[config.mk]
export PLATFORM = sky130hd
export DESIGN_NAME = interval_timer
export DESIGN_NICKNAME = d
export VERILOG_FILES = /design/src/rtl/timer_pkg.sv /design/src/rtl/loadable_down_counter.sv /design/src/rtl/interval_timer.sv
export SDC_FILE = /design/constraint.sdc
export NUM_CORES = 1
export LEC_CHECK = 0
export CORE_ASPECT_RATIO = 1.1
export CORE_MARGIN = 5
export CORE_UTILIZATION = 50
export CTS_BUF_LIST = sky130_fd_sc_hd__clkbuf_16
export DETAILED_ROUTE_END_ITERATION = 10
export PLACE_DENSITY_LB_ADDON = 0.15
export SYNTH_ARGS = -nofsm -noshare
export SYNTH_HDL_FRONTEND = slang
export SYNTH_SLANG_ARGS = --single-unit
[constraint.sdc]
create_clock -name CLK -period 2.75 [get_ports CLK]
set_input_delay 0.275 -clock CLK [delete_from_list [all_inputs] [get_ports CLK]]
set_output_delay 0.275 -clock CLK [all_outputs]
set_load 0.02 [all_outputs]
[src/rtl/timer_pkg.sv]
// Shared types and constants for the interval timer.
package timer_pkg;

    localparam int TIMER_N = 8;

    typedef enum logic [1:0] {
        IDLE    = 2'd0,
        RUN     = 2'd1,
        PAUSED  = 2'd2,
        EXPIRED = 2'd3
    } state_e;

endpackage

[src/rtl/loadable_down_counter.sv]
// Down counter with synchronous load (priority over decrement); never wraps below zero.
module loadable_down_counter #(
    parameter int N = 8
) (
    input  logic         CLK,
    input  logic         RST,
    input  logic         LOAD,
    input  logic [N-1:0] DIN,
    input  logic         DEC,
    output logic [N-1:0] COUNT,
    output logic         ONE
);

    logic [N-1:0] count_q;
    logic [N-1:0] count_d;

    always_comb begin
        count_d = count_q;
        if (LOAD) begin
            count_d = DIN;
        end else if (DEC && (count_q != '0)) begin
            count_d = count_q - 1'b1;
        end
    end

    always_ff @(posedge CLK or posedge RST) begin
        if (RST) begin
            count_q <= '0;
        end else begin
            count_q <= count_d;
        end
    end

    assign COUNT = count_q;
    assign ONE   = (count_q == {{(N-1){1'b0}}, 1'b1});

endmodule

[src/rtl/interval_timer.sv]
// Interval timer: start/period request, one-shot or auto-reload countdown, pause, cancel,
// TICK/DONE expiry signalling with ACK, and sticky OVERRUN for unacknowledged reload ticks.
module interval_timer
    import timer_pkg::*;
#(
    parameter int N = TIMER_N
) (
    input  logic         CLK,
    input  logic         RST,
    input  logic         START,
    input  logic [N-1:0] LOAD_VAL,
    input  logic         RELOAD,
    input  logic         PAUSE,
    input  logic         CANCEL,
    input  logic         ACK,
    output logic         BUSY,
    output logic [N-1:0] COUNT,
    output logic         TICK,
    output logic         DONE,
    output logic         OVERRUN,
    output logic         ERR,
    output state_e       DBG_STATE
);

    state_e       state_q, state_d;
    logic [N-1:0] reload_q, reload_d;
    logic         mode_q, mode_d;
    logic         pending_q, pending_d;
    logic         overrun_q, overrun_d;
    logic         done_q, done_d;
    logic         tick_q, tick_d;
    logic         err_q, err_d;
    logic         busy_q, busy_d;

    logic         cnt_load;
    logic [N-1:0] cnt_din;
    logic         cnt_dec;
    logic         cnt_one;
    logic [N-1:0] cnt_value;
    logic         start_accept;
    logic         reload_tick;

    loadable_down_counter #(.N(N)) u_counter (
        .CLK   (CLK),
        .RST   (RST),
        .LOAD  (cnt_load),
        .DIN   (cnt_din),
        .DEC   (cnt_dec),
        .COUNT (cnt_value),
        .ONE   (cnt_one)
    );

    always_comb begin
        state_d      = state_q;
        reload_d     = reload_q;
        mode_d       = mode_q;
        pending_d    = pending_q;
        overrun_d    = overrun_q;
        done_d       = done_q;
        tick_d       = 1'b0;
        err_d        = 1'b0;
        cnt_load     = 1'b0;
        cnt_din      = '0;
        cnt_dec      = 1'b0;
        start_accept = 1'b0;
        reload_tick  = 1'b0;

        if (CANCEL) begin
            state_d  = IDLE;
            done_d   = 1'b0;
            cnt_load = 1'b1;
        end else begin
            case (state_q)
                IDLE: begin
                    if (START) begin
                        if (LOAD_VAL == '0) begin
                            err_d = 1'b1;
                        end else begin
                            start_accept = 1'b1;
                            cnt_load     = 1'b1;
                            cnt_din      = LOAD_VAL;
                            reload_d     = LOAD_VAL;
                            mode_d       = RELOAD;
                            overrun_d    = 1'b0;
                            state_d      = RUN;
                        end
                    end
                end
                RUN: begin
                    if (PAUSE) begin
                        state_d = PAUSED;
                    end else if (!cnt_one) begin
                        cnt_dec = 1'b1;
                    end else begin
                        tick_d   = 1'b1;
                        cnt_load = 1'b1;
                        if (mode_q) begin
                            cnt_din     = reload_q;
                            reload_tick = 1'b1;
                        end else begin
                            done_d  = 1'b1;
                            state_d = EXPIRED;
                        end
                    end
                end
                PAUSED: begin
                    // Resume edge does not decrement; counting restarts on the next edge.
                    if (!PAUSE) begin
                        state_d = RUN;
                    end
                end
                EXPIRED: begin
                    if (ACK) begin
                        done_d  = 1'b0;
                        state_d = IDLE;
                    end
                end
                default: state_d = IDLE;
            endcase
        end

        // A same-cycle ACK retires the previous tick, so the new tick is pending without overrun.
        if (reload_tick) begin
            pending_d = 1'b1;
            if (pending_q && !ACK) begin
                overrun_d = 1'b1;
            end
        end else if (ACK || start_accept) begin
            pending_d = 1'b0;
        end

        busy_d = (state_d != IDLE);
    end

    always_ff @(posedge CLK or posedge RST) begin
        if (RST) begin
            state_q   <= IDLE;
            reload_q  <= '0;
            mode_q    <= 1'b0;
            pending_q <= 1'b0;
            overrun_q <= 1'b0;
            done_q    <= 1'b0;
            tick_q    <= 1'b0;
            err_q     <= 1'b0;
            busy_q    <= 1'b0;
        end else begin
            state_q   <= state_d;
            reload_q  <= reload_d;
            mode_q    <= mode_d;
            pending_q <= pending_d;
            overrun_q <= overrun_d;
            done_q    <= done_d;
            tick_q    <= tick_d;
            err_q     <= err_d;
            busy_q    <= busy_d;
        end
    end

    assign BUSY      = busy_q;
    assign COUNT     = cnt_value;
    assign TICK      = tick_q;
    assign DONE      = done_q;
    assign OVERRUN   = overrun_q;
    assign ERR       = err_q;
    assign DBG_STATE = state_q;

endmodule

# --- Yosys cells after proc, flatten, opt, wreduce, memory -nomap -nowiden ---
# Index checks and enable logic that the tools add are counted.
classes:
  n_addsub: 1
  n_eq_ne: 8
  n_mux: 55
  n_bitwise: 2
  n_reduce_logical: 13
op_table:
  columns: ["cell", "n"]
  rows:
  - ["two-way mux 8 bit", 8]
  - ["two-way mux 1 bit", 35]
  - ["two-way mux 2 bit", 8]
  - ["one-hot mux 8 bit (2 select lines)", 1]
  - ["!= test 3 bit, second input constant", 4]
  - ["== test 8 x 1 -> 1 bit, second input constant", 1]
  - ["zero test 8 bit", 1]
  - ["one-hot mux 2 bit (4 select lines)", 1]
  - ["nonzero test 8 bit", 1]
  - ["subtractor 8 x 1 -> 8 bit, second input constant", 1]
  - ["nonzero test 2 bit", 3]
  - ["AND reduction 5 bit", 1]
  - ["== test 2 bit, second input constant", 2]
  - ["one-hot mux 1 bit (2 select lines)", 2]
  - ["AND reduction 4 bit", 1]
  - ["nonzero test 3 bit", 1]
  - ["== test 2 x 1 -> 1 bit, second input constant", 1]
  - ["logical AND 1 bit", 2]
  - ["zero test 2 bit", 1]
  - ["NOT 1 bit", 2]
  - ["zero test 1 bit", 1]
  - ["logical OR 1 bit", 1]
word_totals:
  ff_bits: 25
  in_bits: 15
  out_inout_bits: 15
  elab_cells: 89

# --- Longest topological paths before layout ---
# Gate-level depths: netlist of run 1.
logic_depth:
  ltp_word: 8
  depth_mapped: 8
  ltp_nobuf: 7

# --- Modules after synthesis ---
# From an unflattened synthesis of run 1, not the netlist that was laid out.
hier_totals:
  hier_cells: 144
  area_unflattened_um2: 1455.1
modules_own_cells:
  columns: ["mod", "instances", "cells_each", "area_per_inst_um2", "seq_area_each_um2"]
  rows:
  - ["interval_timer", 1, 79, 857.1, 425.4]
  - ["loadable_down_counter", 1, 65, 598.1, 200.2]

# --- Worst setup path before layout of run 1 ---
# No wires, ideal clock.
synth_timing:
  path_kind: "register to register"
  startpoint: "register u_counter.count_q[3] (netlist: u_counter.COUNT[3])"
  endpoint: "register u_counter.count_q[2] (netlist: u_counter.COUNT[2])"
  setup_time_ns: 0.121
  arrival_time_ns: 1.886
  required_time_ns: 2.629
  setup_slack_ns: 0.743
  path_stages_with_launch: 7
  path_buffers: 2
  period_less_slack_ns: 2.007
  cell_sequence: "dfrtp_1 or3_1 buf_6 o31a_2 buf_2 o22a_1 o22a_1"
synth_via:
  elab_chain_cells: 7
  word_cells_on_any_way: 17
  cone_classes: "1 x eq/ne; 13 x mux; 3 x reduce/logical"
synth_rtl:
  columns: ["item", "line", "text"]
  rows:
  - ["start, declared", "loadable_down_counter.sv:14", "logic [N-1:0] count_q;"]
  - ["start signal, assigned", "loadable_down_counter.sv:30", "count_q <= count_d;"]
  - ["== test 8 x 1 -> 1 bit", "loadable_down_counter.sv:35", "assign ONE = (count_q == {{(N-1){1'b0}}, 1'b1});"]
  - ["two-way mux 1 bit", "interval_timer.sv:92", "end else if (!cnt_one) begin"]
  - ["two-way mux 1 bit", "interval_timer.sv:90", "if (PAUSE) begin"]
  - ["two-way mux 1 bit", "interval_timer.sv:73", "case (state_q)"]
  - ["two-way mux 1 bit", "interval_timer.sv:68", "if (CANCEL) begin"]
  - ["logical AND 1 bit", "loadable_down_counter.sv:21", "end else if (DEC && (count_q != '0)) begin"]
  - ["nonzero test 2 bit (no source line)", null, null]
# Parallel ways exist; a longest one is shown, timed or not.
# A chain may end at the register's enable or synchronous reset.

# --- Worst setup path after layout of run 1 ---
layout_timing:
  startpoint: "register u_counter.count_q[3] (netlist: u_counter.COUNT[3])"
  endpoint: "register u_counter.count_q[4] (netlist: u_counter.COUNT[4])"
# The elaborated chain is that of the path after synthesis.

==> flow_summary.yaml, run 1 <==
run_status:
  outcome: "completed"
sta:
  rsz0062_at_grt: "no"
  period_minus_slack_ns: 2.22
  maxSlewHeadroom_pct: 36.3
  finalClockSkew_ns: 0.00355
  final-hold-violation-count: 0
  fmax_mhz: 451
  setup_ws_ns: 0.531
  final-max-slew-violation-count: 0
  worst_pin_slew_ns: 0.955
  finalCritPeriodShare_pct: 80.7
  tns_ns: 0
  finalSetupViolCount: 0
  whs_ns: 0.488
place:
  place_ws_ns: 0.402
  hpwlAfterDp_um: 2370
  gp_congestion: 0.795
  portBuffers: 29
  dpl-instance-area_um2: 1680
setup_path:
  endpoint_kind: "register"
  path_class: "reg2reg"
  worstPathArrival_ns: 2.35
  cp_max_fo: 12
  cp_cell_sequence: "or3_1 -> o31a_2 -> nor4_2 -> a21oi_1 -> a2bb2oi_1"
  cp.required_ns: 2.88
  crit_path_start_kind: "register"
  critPathMaxStageDelay_ns: 0.52
  slowest_stage: "or3_1"
logic_synthesis:
  syn_inst: 133
  synth_edf_count: 0
  netlist.area_leader.share_pct: 45.2
  syn_area_um2: 1390
  yosys_warnings: 0
  synth.top_cells.by_area: "dfrtp_1 45%, a22o_1 5.7%, nand2_1 4.6%"
  synth.avg_cell_area_um2: 10.4
  synthArstFlopShare_pct: 100
  ys_ff_latch: 25
  yosysTopAreaCell: "dfrtp_1"
  yosysUniqueCellTypes: 41
  ys.flop_type: "dfrtp_1"
  syn_nets: 150
  synth-seq-area-share_pct: 45.2
detailed_routing:
  first_iter_violations: 44
  drc: 0
  vias: 1172
  wl_met1_um: 1450
  dr_wl_met2_um: 1590
  dr_wl_met3_um: 101
  dr.pass1.iters: 4
  vias_per_cell: 6.04
  routedWlPerCell_um: 16.8
  ant_nets: 0
  highest_layer: "met4"
  wirelength_um: 3250
power:
  report.power.total_uw: 1150
  peakVddDrop_mv: 0.472
  leakagePower_uw: 0.000743
  power_density_nw_per_um2: 656
clock_network:
  root_buffer: "clkbuf_16"
  clkLatencyLatePin_ns: 0.26
  cts_made_buffers: 3
  ctsHoldBuffers: 0
  cts_sinks: 25
  tritoncts: "built"
  post_cts_buffers: 0
  cts-resized-gates: 0
  h-tree-depth: 1
  cts_buffer_depth: 2
  clk_pin_slew_ns: 0.06
final_layout:
  fin_nets: 179
  drive_gt1_share_pct: 13.0
  layout_common_cells: "29 x clkdlybuf4s50_1, 25 x dfrtp_1, 17 x nand2_1"
  area_growth_pct: 27.2
  antenna_cells: 0
  layout_commonest_cell: "clkdlybuf4s50_1"
  final_cell_area_um2: 1760
floorplan:
  core_area_um2: 2700
  die_area_um2: 3920
  rows: 20
  initial_utilization_pct: 51.2
  die_w_um: 60.2
  dieHeight_um: 65.2
  io_pins: 30
flow_run:
  max-cap-violations: 0
global_routing:
  gr-usage-all-layers_pct: 18.4
  grt_antenna_before_repair: 0
  grt_pass1_wl_um: 5470
  grt_remaining_overflow: 0
  grt_pass1_vias: 1196
  grt_max_degree: 26
min_path:
  hp-class: "reg2reg"
## cells in the mapped netlist (all sizes together), types with 3 or more instances
master / number
clkbuf: 4
a22o: 9
buf: 5
nand2: 17
nor2: 6
dfrtp: 25
nor3: 7
nor4: 5
a21oi: 6
o22a: 6
inv: 5
or3: 4
a31oi: 4
a22oi: 3
## routing by layer
metal,track usage (%),up-vias
met5,0,-
met4,9.97,0
met3,2.36,11
met2,28.5,33
met1,24.6,564
li1,-,564
## kinds of logic after synthesis
logic type	after synthesis	synth area share [%]
AO/OA/AOI/OAI	40	23.5
buffers and inverters	14	6.05
flip-flops	25	45.2
multiplexers	1	0.813
AND/OR/NAND/NOR	51	22.7
adder cells (fa/ha/maj)	2	1.81
## report_power, final
group	internal, µW	total [µW]	switching, µW
clock network	196	319	123
registers	428	488	59.8
logic	161	348	187
## flip-flops by register name, indices dropped and copies added, names as in the netlist
register	cells
mode_q	1
pending_q	1
u_counter.COUNT	8
DBG_STATE	2
TICK	1
OVERRUN	1
DONE	1
ERR	1
reload_q	8
BUSY	1
## worst max-delay path: cells and delay by family (launching register included)
family	cells	cell delay, ns
AOI/OAI and AO/OA	3	0.74
and+or+nand+nor	2	0.92
DFF	1	0.43
## metrics by stage
| stage | utilization [%] | instances |
|---|---|---|
| 6_report | 65.2 | 194 |
| 5_1_grt | 65.2 | 194 |
| 4_1_cts | 65.2 | 194 |
| 3_5_place_dp | 62.2 | 190 |
| 3_3_place_gp | 62.2 | 190 |
| 2_1_floorplan | - | 133 |
## area by class of cell
type | instances | area, µm²
well taps | 33 | 41.3
flip-flops and latches | 25 | 626
inverters | 5 | 18.8
repair buffers | 33 | 320
clock buffers | 3 | 75.1
clock inverters | 1 | 5.00
fillers | 221 | 941
multi-input cells | 94 | 676
## final timing paths
kind	startpoint	endpoint	slack (ns)	depth (start not counted)
hold reg to reg	reload_q[0]$_DFFE_PP0P_	reload_q[0]$_DFFE_PP0P_	0.49	2
hold / removal	reload_q[0]$_DFFE_PP0P_	reload_q[0]$_DFFE_PP0P_	0.49	2
setup reg to reg	u_counter.COUNT[3]$_DFFE_PP0P_	u_counter.COUNT[4]$_DFFE_PP0P_	0.53	5
setup / recovery	u_counter.COUNT[3]$_DFFE_PP0P_	u_counter.COUNT[4]$_DFFE_PP0P_	0.53	5
min in group asynchronous	RST	reload_q[6]$_DFFE_PP0P_	0.54	2
max in group asynchronous	RST	DBG_STATE[0]$_DFF_PP0_	1.63	2
Note: power is estimated with default switching activity, not from simulation.
==> inputs of run 2 (changes only) <==
Settings changed: CORE_UTILIZATION 50 to 45.
Clock period 2.75 ns to 1.8 ns, I/O delays scaled along.
==> flow_summary.yaml, run 2 (synthesis gave the netlist of run 1 again) <==
sta:
  period_minus_slack_ns: 1.90
  maxSlewHeadroom_pct: 73.2
  fmax_mhz: 525
  setup_ws_ns: -0.104
  final-hold-violation-count: 0
  worst_pin_slew_ns: 0.399
  rsz0062_at_grt: "yes"
  finalClockSkew_ns: 0.00155
  final-max-slew-violation-count: 0
  tns_ns: -0.593
  finalCritPeriodShare_pct: 106
  finalSetupViolCount: 7
power:
  p_clk_share_pct: 23.8
  pwr-share-comb_pct: 40.3
  p_sw_uw: 638
  leakagePower_uw: 0.00102
  internal-power_uw: 1380
  power_density_nw_per_um2: 898
  peakVddDrop_mv: 0.657
  switching_share_pct: 31.5
  sequentialPowerShare_pct: 35.9
run_status:
  outcome: "finished, violations left"
  violations: "setup timing"
setup_path:
  endpoint_kind: "register"
  r2r_cells: 9
  r2r_end: "u_counter.COUNT[1]$_DFFE_PP0P_"
  crit_path_start_kind: "register"
  cp.required_ns: 1.93
  reg2reg_setup_slack_ns: -0.10
  worstPathArrival_ns: 2.03
  cp_max_fo: 7
  timing.rr.start: "u_counter.COUNT[0]$_DFFE_PP0P_"
  path_class: "reg2reg"
clock_network:
  cts_buffer_depth: 2
  cts_sinks: 25
  clkLatencyLatePin_ns: 0.26
  root_buffer: "clkbuf_16"
  cts_made_buffers: 3
  tritoncts: "built"
  clk_pin_slew_ns: 0.06
  h-tree-depth: 1
  ctsHoldBuffers: 0
final_layout:
  fillers: 227
  layout_commonest_cell: "buf_4"
  antenna_cells: 0
  layoutNonFillerInstCount: 246
  final_cell_area_um2: 2250
  layout_common_cells: "52 x buf_4, 29 x clkdlybuf4s50_1, 20 x dfrtp_1"
  postLayoutCoreUtil_pct: 75.2
  fin_nets: 230
  drive_gt1_share_pct: 42.0
  area_growth_pct: 62.6
place:
  dpl-instance-area_um2: 2040
  place_ws_ns: -0.339
  dp.cells: 235
  portBuffers: 29
  gp_congestion: 0.890
  hpwlAfterDp_um: 2960
detailed_routing:
  first_iter_violations: 76
  dr.pass1.iters: 5
  wirelength_um: 4000
  vias: 1388
  routedWlPerCell_um: 16.3
  dr_wl_met2_um: 2090
  ant_nets: 0
  wl_met1_um: 1670
  vias_per_cell: 5.64
  highest_layer: "met4"
  drc: 0
  dr_wl_met3_um: 168
floorplan:
  core_area_um2: 3000
  rows: 21
  die_area_um2: 4290
  initial_utilization_pct: 46.2
  io_pins: 30
  dieHeight_um: 68.2
  die_w_um: 62.9
global_routing:
  grt_antenna_before_repair: 0
  grt_max_degree: 26
  grt_remaining_overflow: 0
  grt_pass1_wl_um: 6880
  grt_pass1_vias: 1509
  gr-usage-all-layers_pct: 20.2
flow_run:
  max-cap-violations: 0
min_path:
  hp-class: "in2async"
run 2: what timing repair did:
item	CTS	global route
endpoints found under the hold margin	0	0
pin swaps	7	7
buffers inserted	4	3
setup endpoints to repair	13	9
gates resized for setup	5	12
run 2: how the worst max path moves through the flow:
| stage | depth (start not counted) | start | slack, ns | endpoint |
|---|---|---|---|---|
| final | 9 | u_counter.COUNT[0]$_DFFE_PP0P_ | -0.10 | u_counter.COUNT[1]$_DFFE_PP0P_ |
| after floorplan | 6 | u_counter.COUNT[7]$_DFFE_PP0P_ | -0.13 | u_counter.COUNT[3]$_DFFE_PP0P_ |
| after CTS | 7 | u_counter.COUNT[6]$_DFFE_PP0P_ | -0.10 | u_counter.COUNT[5]$_DFFE_PP0P_ |
| after global placement | 7 | CANCEL | -0.28 | u_counter.COUNT[5]$_DFFE_PP0P_ |
| after detailed placement | 7 | CANCEL | -0.34 | u_counter.COUNT[7]$_DFFE_PP0P_ |
| after global routing | 9 | u_counter.COUNT[0]$_DFFE_PP0P_ | -0.25 | u_counter.COUNT[1]$_DFFE_PP0P_ |
run 2: routing by layer:
metal  GRT usage [%]  up-vias
li1                -      661
met1            25.9      685
met2            35.1       33
met3            2.79        9
met4            7.43        0
met5               0        -
run 2: final cells by class:
type / count / area (µm²) / share of cell area, %
Tap cell: 34 / 42.5 / 1.89
Multi-Input combinational cell: 94 / 766 / 34.0
Timing Repair Buffer: 84 / 714 / 31.7
Clock buffer: 3 / 75.1 / 3.33
Sequential cell: 25 / 632 / 28.1
Inverter: 5 / 18.8 / 0.833
Clock inverter: 1 / 3.75 / 0.167
run 2: through the flow:
stage | hold slack, ns | total power [µW]
floorplan | 0.207 | 1140
global placement | 0.478 | 1430
detailed placement | 0.484 | 1450
CTS | 0.283 | 1970
global route | 0.327 | 2130
finish | 0.264 | 2020
run 2: critical path, cell delays in order, from the launching register on:
cell,delay (ns)
dfrtp_1,0.43
ha_1,0.23
nand3b_1,0.16
buf_4,0.16
nor4_4,0.04
buf_6,0.13
buf_4,0.13
buf_4,0.12
a222oi_1,0.31
a21oi_1,0.07
run 2: power by group through the flow:
stage,registers (µW),clock network [µW],logic [µW]
after floorplan,779,0,360
after global placement,721,0,706
after detailed placement,724,0,728
after CTS,718,489,768
after global routing,736,518,881
final,725,482,816
==> inputs of run 3 (changes only) <==
Settings changed: SYNTH_HIERARCHICAL set to 1.
==> flow_summary.yaml, run 3 <==
run_status:
  outcome: "finished, violations left"
  violations: "setup timing"
logic_synthesis:
  netlist.area_leader.share_pct: 43.0
  syn_area_um2: 1460
  syn_inst: 144
  synth.top_cells.by_area: "dfrtp_1 43%, a22o_1 7.8%, nand2_1 3.9%"
  yosys_warnings: 6
  syn_nets: 162
  synth.avg_cell_area_um2: 10.1
  yosysUniqueCellTypes: 48
  synth.most_common_cell: "dfrtp_1"
  yosysTopAreaCell: "dfrtp_1"
  ys_ff_latch: 25
  synth-seq-area-share_pct: 43.0
  synth_commonest_cells: "25 x dfrtp_1, 15 x nand2_1, 13 x a22o_1"
  synthArstFlopShare_pct: 100
  synth_edf_count: 0
  ys.flop_type: "dfrtp_1"
sta:
  finalCritPeriodShare_pct: 126
  rsz0062_at_grt: "yes"
  setup_ws_ns: -0.470
  finalSetupViolCount: 13
  fmax_mhz: 441
  period_minus_slack_ns: 2.27
  finalClockSkew_ns: 0.00434
  worst_pin_slew_ns: 0.674
  final-max-slew-violation-count: 0
  final-hold-violation-count: 0
  maxSlewHeadroom_pct: 55.0
final_layout:
  area_growth_pct: 55.3
  layout_commonest_cell: "buf_4"
  layout_common_cells: "42 x buf_4, 29 x clkdlybuf4s50_1, 21 x dfrtp_1"
  antenna_cells: 0
  fin_nets: 232
  multi_input_area_um2: 821
  register_area_um2: 631
  fillers: 218
  drive_gt1_share_pct: 35.2
  final_cell_area_um2: 2260
clock_network:
  h-tree-depth: 1
  cts_made_buffers: 3
  clk_pin_slew_ns: 0.07
  cts_sinks: 25
  cts_buffer_depth: 2
  tritoncts: "built"
  clkLatencyLatePin_ns: 0.26
  root_buffer: "clkbuf_16"
floorplan:
  io_pins: 30
  die_area_um2: 4470
  die_w_um: 64.2
  rows: 21
  core_area_um2: 3070
  initial_utilization_pct: 47.3
  dieHeight_um: 69.6
power:
  report.power.total_uw: 1720
  pwr-share-comb_pct: 31.8
  leakagePower_uw: 0.00101
  sequentialPowerShare_pct: 39.6
  p_sw_uw: 514
  peakVddDrop_mv: 0.695
  internal-power_uw: 1210
  power_density_nw_per_um2: 762
  p_clk_share_pct: 28.7
  switching_share_pct: 29.9
min_path:
  hp-class: "in2async"
place:
  gp_congestion: 0.867
  dpl-instance-area_um2: 2070
  portBuffers: 29
  hpwlAfterDp_um: 3020
detailed_routing:
  vias: 1447
  drc: 0
  ant_nets: 0
  vias_per_cell: 5.86
  routedWlPerCell_um: 16.3
  dr.pass1.iters: 4
  first_iter_violations: 114
  wirelength_um: 4020
global_routing:
  gr-usage-all-layers_pct: 19.1
  grt_remaining_overflow: 0
  grt_antenna_before_repair: 0
  grt_pass1_vias: 1488
  grt_max_degree: 18
  grt_pass1_wl_um: 6970
setup_path:
  cp.required_ns: 1.94
  critPathMaxStageDelay_ns: 0.57
  path_class: "reg2reg"
  crit_path_start_kind: "register"
  cp_max_fo: 6
  cp_cell_sequence: "or4_4 -> nor4b_4 -> a41oi_2 -> o21ai_2 -> buf_4 -> inv_2 -> o311a_2 -> a211o_1"
  endpoint_kind: "register"
  slowest_stage: "or4_4"
  worstPathArrival_ns: 2.41
flow_run:
  max-cap-violations: 0
## run 3: changes by cell type after synthesis, moves of 4 or more
cell     change
a22o_1       +4
inv_1        +6
o22a_1       -6
nor3_1       -5
a21oi_1      -6
o31ai_1      +4
## run 3: routing by layer
metal	up-vias	global-route usage [%]	routed length, µm
met3	4	4.21	219
met2	42	30.8	1970
met5	-	0	0
met4	0	5.88	44
li1	683	-	-
met1	718	25.1	1790
## run 3: worst paths after layout
check                                                from                              to  slack, ns  depth (start not counted)
max                        u_counter/COUNT[3]$_DFFE_PP0P_  u_counter/COUNT[7]$_DFFE_PP0P_      -0.47                          8
min in group CLK                  reload_q[2]$_DFFE_PP0P_         reload_q[2]$_DFFE_PP0P_       0.49                          2
min reg2reg                       reload_q[2]$_DFFE_PP0P_         reload_q[2]$_DFFE_PP0P_       0.49                          2
max in group asynchronous                             RST          DBG_STATE[1]$_DFF_PP0_       1.02                          2
min                                                   RST  u_counter/COUNT[4]$_DFFE_PP0P_       0.21                          2
max reg2reg                u_counter/COUNT[3]$_DFFE_PP0P_  u_counter/COUNT[7]$_DFFE_PP0P_      -0.47                          8
## run 3: cell families (layout without fill, tap and decap cells)
kind of cell / Yosys count / after routing / share of synthesized area [%]
AO/OA/AOI/OAI: 42 / 42 / 23.8
XOR/XNOR: 1 / 1 / 0.602
adder cells (fa/ha/maj): 3 / 3 / 2.58
buffers and inverters: 21 / 90 / 7.22
flip-flops: 25 / 25 / 43.0
multiplexers: 1 / 1 / 0.774
AND/OR/NAND/NOR: 51 / 51 / 22.0
## run 3: power groups by stage
stage | clock (µW) | combinational, µW | sequential (µW)
CTS | 504 | 537 | 679
finish | 494 | 546 | 681
global placement | 0 | 499 | 687
detailed placement | 0 | 510 | 689
global route | 536 | 590 | 689
floorplan | 0 | 253 | 719
## run 3: area by class of cell
| class | instances | area share (%) |
|---|---|---|
| well taps | 34 | 1.88 |
| inverters | 11 | 1.83 |
| flip-flops and latches | 25 | 27.9 |
| clock buffers | 3 | 3.32 |
| repair buffers | 75 | 28.5 |
| multi-input cells | 98 | 36.3 |
| clock inverters | 1 | 0.221 |
## run 3: what timing repair did
| action | CTS | global route |
|---|---|---|
| resized for setup | 14 | 5 |
| buffers inserted | 4 | 2 |
| hold buffers | 0 | 0 |
| pin swaps | 10 | 5 |
| setup endpoints to repair | 13 | 14 |
| gates cloned | 1 | 0 |
## run 3: stage by stage
| step | std cells | hold WS (ns) | utilization, % | setup WS, ns | setup TNS, ns |
|---|---|---|---|---|---|
| floorplan | 144 | -0.00461 | - | -0.650 | -6.86 |
| global placement | 238 | 0.459 | 67.4 | -0.690 | -7.20 |
| detailed placement | 238 | 0.473 | 67.4 | -0.704 | -7.92 |
| CTS | 247 | 0.230 | 72.6 | -0.521 | -5.84 |
| global route | 247 | 0.259 | 73.5 | -0.599 | -6.55 |
| finish | 247 | 0.215 | 73.5 | -0.470 | -4.95 |
## run 3: worst max-delay path: cells and delay by family (launching register included)
| kind | cells | cell delay, ns |
|---|---|---|
| buf+inv | 2 | 0.26 |
| compound gates | 4 | 0.63 |
| flops | 1 | 0.40 |
| simple gates | 2 | 0.87 |
